--- config.mk ---
export PLATFORM = sky130hd
export DESIGN_NAME = uart_tx
export DESIGN_NICKNAME = d
export VERILOG_FILES = /design/src/rtl/uart_tx.sv
export SDC_FILE = /design/constraint.sdc
export NUM_CORES = 1
export LEC_CHECK = 0
export ABC_AREA = 1
export ABC_CLOCK_PERIOD_IN_PS = 2700
export CORE_ASPECT_RATIO = 1.2
export CORE_MARGIN = 3
export CORE_UTILIZATION = 50
export CTS_CLUSTER_SIZE = 14
export DETAILED_ROUTE_END_ITERATION = 12
export PLACE_DENSITY = 0.76
export SYNTH_ARGS = -nofsm -noshare
export SYNTH_HDL_FRONTEND = slang
export SYNTH_SLANG_ARGS = --single-unit
--- constraint.sdc ---
create_clock -name clk -period 2.7 [get_ports clk]
set_clock_uncertainty 0.2 [all_clocks]
set_input_delay 0.675 -clock clk [delete_from_list [all_inputs] [get_ports clk]]
set_output_delay 0.675 -clock clk [all_outputs]
set_load 0.03 [all_outputs]
--- src/rtl/uart_tx.sv ---
// UART transmit engine: pops bytes from a standard-mode TX FIFO (one-cycle read
// latency) and serializes each as start + DATA_BITS (LSB first) + STOP_BITS frame.
module uart_tx #(
  parameter int DATA_BITS = 8,
  parameter int STOP_BITS = 1,
  parameter int DIV_WIDTH = 16
) (
  input  logic                 clk,
  input  logic                 rst_n,
  input  logic                 en,
  input  logic [DIV_WIDTH-1:0] baud_div,
  input  logic                 fifo_empty,
  input  logic [DATA_BITS-1:0] fifo_dout,
  output logic                 fifo_rd_en,
  output logic                 tx,
  output logic                 busy,
  output logic                 done
);

  localparam int BIT_W = (DATA_BITS > 2) ? $clog2(DATA_BITS) : 2;
  localparam logic [BIT_W-1:0] LAST_DATA = BIT_W'(DATA_BITS - 1);
  localparam logic [BIT_W-1:0] LAST_STOP = BIT_W'(STOP_BITS - 1);

  typedef enum logic [2:0] {
    S_IDLE,
    S_FETCH,
    S_START,
    S_DATA,
    S_STOP
  } state_t;

  state_t               r_state;
  state_t               w_state_next;
  logic [DIV_WIDTH-1:0] r_div;
  logic [DIV_WIDTH-1:0] r_cnt;
  logic [BIT_W-1:0]     r_bit;
  logic [DATA_BITS-1:0] r_shift;
  logic                 r_tx;
  logic                 r_busy;
  logic                 r_done;
  logic                 w_rd_en;
  logic                 w_bit_tick;
  logic                 w_tx_next;

  // Pop is gated by reset so nothing is consumed while the block is held in reset.
  always_comb begin
    w_state_next = r_state;
    w_bit_tick   = (r_cnt == r_div);
    w_rd_en      = rst_n && en && !fifo_empty && (r_state == S_IDLE);
    case (r_state)
      S_IDLE:  if (w_rd_en) w_state_next = S_FETCH;
      S_FETCH: w_state_next = S_START;
      S_START: if (w_bit_tick) w_state_next = S_DATA;
      S_DATA:  if (w_bit_tick && (r_bit == LAST_DATA)) w_state_next = S_STOP;
      S_STOP:  if (w_bit_tick && (r_bit == LAST_STOP)) w_state_next = S_IDLE;
      default: w_state_next = S_IDLE;
    endcase

    // tx is registered, so it is computed from the state being entered.
    w_tx_next = 1'b1;
    case (w_state_next)
      S_START: w_tx_next = 1'b0;
      S_DATA: begin
        if (r_state == S_START) w_tx_next = r_shift[0];
        else if (w_bit_tick)    w_tx_next = r_shift[1];
        else                    w_tx_next = r_tx;
      end
      default: w_tx_next = 1'b1;
    endcase
  end

  always_ff @(posedge clk) begin
    if (!rst_n) begin
      r_state <= S_IDLE;
      r_tx    <= 1'b1;
      r_busy  <= 1'b0;
      r_done  <= 1'b0;
    end else begin
      r_state <= w_state_next;
      r_tx    <= w_tx_next;
      r_busy  <= (w_state_next != S_IDLE);
      r_done  <= (r_state == S_STOP) && (w_state_next == S_IDLE);
    end
  end

  // Divider latched per frame; the cycle counter never runs past it.
  always_ff @(posedge clk) begin
    if (!rst_n) begin
      r_div   <= '0;
      r_cnt   <= '0;
      r_bit   <= '0;
      r_shift <= '0;
    end else begin
      case (r_state)
        S_FETCH: begin
          r_div   <= baud_div;
          r_cnt   <= '0;
          r_bit   <= '0;
          r_shift <= fifo_dout;
        end
        S_START, S_DATA, S_STOP: begin
          if (w_bit_tick) begin
            r_cnt <= '0;
            if (r_state == S_DATA) begin
              r_shift <= r_shift >> 1;
              r_bit   <= (r_bit == LAST_DATA) ? '0 : r_bit + 1'b1;
            end else if (r_state == S_STOP) begin
              r_bit <= (r_bit == LAST_STOP) ? '0 : r_bit + 1'b1;
            end
          end else begin
            r_cnt <= r_cnt + 1'b1;
          end
        end
        default: begin
          r_cnt <= '0;
          r_bit <= '0;
        end
      endcase
    end
  end

  assign fifo_rd_en = w_rd_en;
  assign tx         = r_tx;
  assign busy       = r_busy;
  assign done       = r_done;

endmodule
---- Word level (Yosys, flattened, before mapping) ----
Index checks and enable logic that the tools add are counted.
operators by class
  add/subtract/negate cells ............... 2
  equal/unequal tests ..................... 11
  multiplexer cells ....................... 15
  bitwise logic cells ..................... 2
  reductions and logical operators ........ 18
operator list
  cell                                           count
  two-way mux 3 bit                              8
  adder 16 x 1 -> 16 bit, second input constant  1
  == test 16 bit                                 1
  two-way mux 8 bit                              2
  one-hot mux 8 bit (2 select lines)             1
  one-hot mux 3 bit (5 select lines)             1
  == test 3 x 2 -> 1 bit, second input constant  4
  logical NOT 3 bit                              3
  == test 3 bit, second input constant           2
  logical AND 1 bit                              6
  OR reduction 3 bit                             2
  inequality test 2 bit, second input constant   2
  AND reduction 2 bit                            2
  nonzero test 2 bit                             2
  adder 3 x 1 -> 3 bit, second input constant    1
  == test 3 x 1 -> 1 bit, second input constant  1
  inequality test 3 bit, second input constant   1
  AND reduction 3 bit                            1
  nonzero test 3 bit                             1
  two-way mux 1 bit                              2
  NOT 1 bit                                      2
  one-hot mux 1 bit (2 select lines)             1
  logical NOT 1 bit                              1
word-level totals
  flip-flop bits (word level) ............. 49
  input bits .............................. 28
  word-level logic and storage cells ...... 56

---- Longest topological paths before layout ----
  depth in word-level cells ............... 7
  depth in mapped cells ................... 12
  gate-level depth less buffers ........... 12

---- Worst setup path before layout ----
No wires, ideal clock.
  path type ............................... in2out
  start ................................... input port fifo_empty
  end ..................................... output port fifo_rd_en
  data arrival time ....................... 1.733 ns
  data required time ...................... 1.825 ns
  slack ................................... 0.092 ns
  cell stages on the path ................. 1
  cells stage by stage .................... nor4_1
between the ends
  longest elaborated chain between the ends .. 3
RTL lines
  what                             line  text
  from (decl)                      12    input logic fifo_empty,
  logical NOT 1 bit                49    w_rd_en = rst_n && en && !fifo_empty && (r_state == S_IDLE);
  logical AND 1 bit (2 in series)  49
  to (decl)                        14    output logic fifo_rd_en,
Every way passes these cells.

---- Worst setup path after layout ----
  start ................................... input port rst_n
  end ..................................... output port fifo_rd_en
between the ends
  longest elaborated chain between the ends .. 3
RTL lines
  what                             line  text
  from (decl)                      9     input logic rst_n,
  logical AND 1 bit (3 in series)  49
Every way passes these cells.

==> flow_summary.json <==
{
  "min_to": "r_shift[7]",
  "rrSetupSlack_ns": 0.72,
  "syn_inst": 340,
  "tightest_slew_ns": 0.463,
  "postLayoutCoreUtil_pct": 62.0,
  "grt_most_used_layer": "met2",
  "drive_gt1_share_pct": 10.2,
  "start_kind": "primary input",
  "numCtsBuffers": 5,
  "max-cap-violations": 0,
  "r2r_end": "r_shift[0]",
  "post_cts_buffers": 0,
  "setup_viol": 0,
  "gr-usage-met1_pct": 17.9,
  "max_stage_delay_ns": 0.48,
  "fin_nets": 405,
  "path_max_fanout": 2,
  "antenna_found_initial": 0,
  "period_share_pct": 96.7,
  "p_total_mw": 1.44,
  "leakage_nw": 1.15,
  "overflow": 0,
  "synth_nets": 372,
  "syn_area_per_cell_sq_um": 7.09,
  "vias": 2120,
  "critPathCaptureType": "output port",
  "clock_latency_ns": 0.29,
  "drt-total-wl_microns": 4720,
  "final_cell_mix": "nand2_1, dfxtp_1, nor2_1, inv_1, clkdlybuf4s50_1",
  "syn_area_sq_um": 2410,
  "ys_ff_latch": 49,
  "worstPathRequired_ns": 1.82,
  "arrival_ns": 1.74,
  "use_met2_pct": 35.7,
  "cts.root.buffer_cell": "clkbuf_8",
  "wl_per_cell_microns": 11.0,
  "relSlewSlack_pct": 69.1,
  "crit_chain": "clkdlybuf4s50_1 > nand2_1 > nor4_2 > buf_4",
  "numClockSinks": 49,
  "gp_congestion": 0.831,
  "hold_path.startpoint": "r_shift[7]",
  "timing.rr.start": "r_cnt[10]",
  "drc": 0,
  "layout_commonest_cell": "nand2_1",
  "synth-main-ff-cell": "dfxtp_1",
  "ir_drop_uv": 330,
  "synth_edf_count": 0,
  "n_fill_cell": 422,
  "drv_slew": 0,
  "io_pins": 32,
  "rows": 27,
  "io_buffers": 31,
  "timing.hold.ws_ns": 0.260,
  "dp.cells": 424,
  "hold_viol": 0,
  "first_pass_iters": 4,
  "syn2layout_area_growth_pct": 19.1,
  "grt_max_degree": 29,
  "async_flop_share_pct": 0,
  "synth.distinct_cells": 32,
  "die_area_sq_um": 5690,
  "dp_hpwl_microns": 3530,
  "hold_path_class": "flip-flop to flip-flop",
  "hold_buffers": 0,
  "track_usage_pct": 17.4,
  "diodes": 0,
  "status": "finished, final reports clean",
  "reg2regPathDepth": 11,
  "synth_seq_area_share_pct": 40.7,
  "cp_slowest_cell": "clkdlybuf4s50_1",
  "core_region_area_sq_um": 4630,
  "cts_tree": "yes",
  "yosysWarnings": 0,
  "path_class": "primary input to output port",
  "finalCriticalPeriod_ns": 2.61,
  "clkTransAtPathRegs_ns": 0.08,
  "clock.fmax_ghz": 0.383,
  "ant_nets": 0,
  "initial_utilization_pct": 52.1,
  "power.density_nw_per_um2": 502,
  "met3_usage_pct": 3.18,
  "grt_pass1_vias": 2049,
  "grt_pass1_wl_microns": 8180,
  "dr.first_iter.drc_count": 60,
  "ctsLongestPathBuffers": 2,
  "dieHeight_microns": 82.1,
  "final_cells": 431,
  "htree_levels": 2,
  "hold_depth": 2,
  "vias_per_cell": 4.92,
  "cts_resized": 0,
  "die_width_microns": 69.4
}
[cell families after synthesis]
family                     synth area share, %
buffers and inverters                     8.72
AOI/OAI and AO/OA                         11.7
and+or+nand+nor                           31.0
xor gates and xnor gates                  2.54
adders and majority gates                 2.08
muxes                                     3.27
DFF                                       40.7
[where the power goes]
part | switching, mW | leakage [nW] | internal [mW] | total, mW
combinational | 0.138 | 0.712 | 0.106 | 0.245
sequential | 0.0152 | 0.397 | 0.752 | 0.767
clock | 0.227 | 0.0443 | 0.204 | 0.431
[cell type report]
| type | instances | area [sq um] | share of cell area, % |
|---|---|---|---|
| clock buffer | 7 | 86.3 | 3.01 |
| inverter | 48 | 183 | 6.36 |
| multi-input combinational | 236 | 1230 | 42.7 |
| sequential | 49 | 981 | 34.2 |
| tap | 58 | 72.6 | 2.53 |
| timing repair buffer | 33 | 323 | 11.2 |
[worst max-delay path: cells and delay by family]
family | cells | cell delay (ns)
buf+inv | 2 | 0.70
simple gates | 2 | 0.36
[worst max path at each step]
stage / to / slack [ns] / cells past startpoint / start
after global routing: fifo_rd_en / -0.03 / 4 / rst_n
after floorplan: fifo_rd_en / 0.09 / 1 / fifo_empty
after detailed placement: fifo_rd_en / 0.06 / 4 / rst_n
final: fifo_rd_en / 0.09 / 4 / rst_n
after global placement: fifo_rd_en / 0.11 / 4 / rst_n
after CTS: fifo_rd_en / 0.04 / 4 / rst_n
[synthesized netlist by cell type (4+ instances only)]
library cell | count | share of area, %
a21oi_1 | 25 | 5.2
clkbuf_1 | 6 | 0.93
dfxtp_1 | 49 | 41
ha_1 | 4 | 2.1
inv_1 | 42 | 6.5
inv_2 | 5 | 0.78
mux2_2 | 7 | 3.3
nand2_1 | 81 | 13
nand3_1 | 15 | 3.1
nor2_1 | 45 | 7.0
nor2_2 | 5 | 1.3
nor3_1 | 5 | 1.0
o21ai_0 | 21 | 4.4
xor2_1 | 6 | 2.2
[state kept, by name, indices dropped and copies added, names as in the netlist]
register and cells:
busy 1, done 1, r_bit 3, r_cnt 16
r_div 16, r_shift 8, r_state 3, tx 1
[per-layer routing]
layer  part of all wire (%)  wire length (microns)
met5                      0                      0
met4                    1.2                     56
met3                    2.8                    132
met2                     53                   2500
met1                     43                   2030
[stage by stage]
| stage | setup TNS (ns) | instance area [sq um] | setup slack, ns |
|---|---|---|---|
| 2_1_floorplan | 0 | 2410 | 0.0918 |
| 3_3_place_gp | 0 | 2780 | 0.109 |
| 3_5_place_dp | 0 | 2780 | 0.0551 |
| 4_1_cts | 0 | 2870 | 0.0449 |
| 5_1_grt | -0.0341 | 2870 | -0.0341 |
| 6_report | 0 | 2870 | 0.0886 |
No activity file was read; power rests on OpenSTA's default activity.
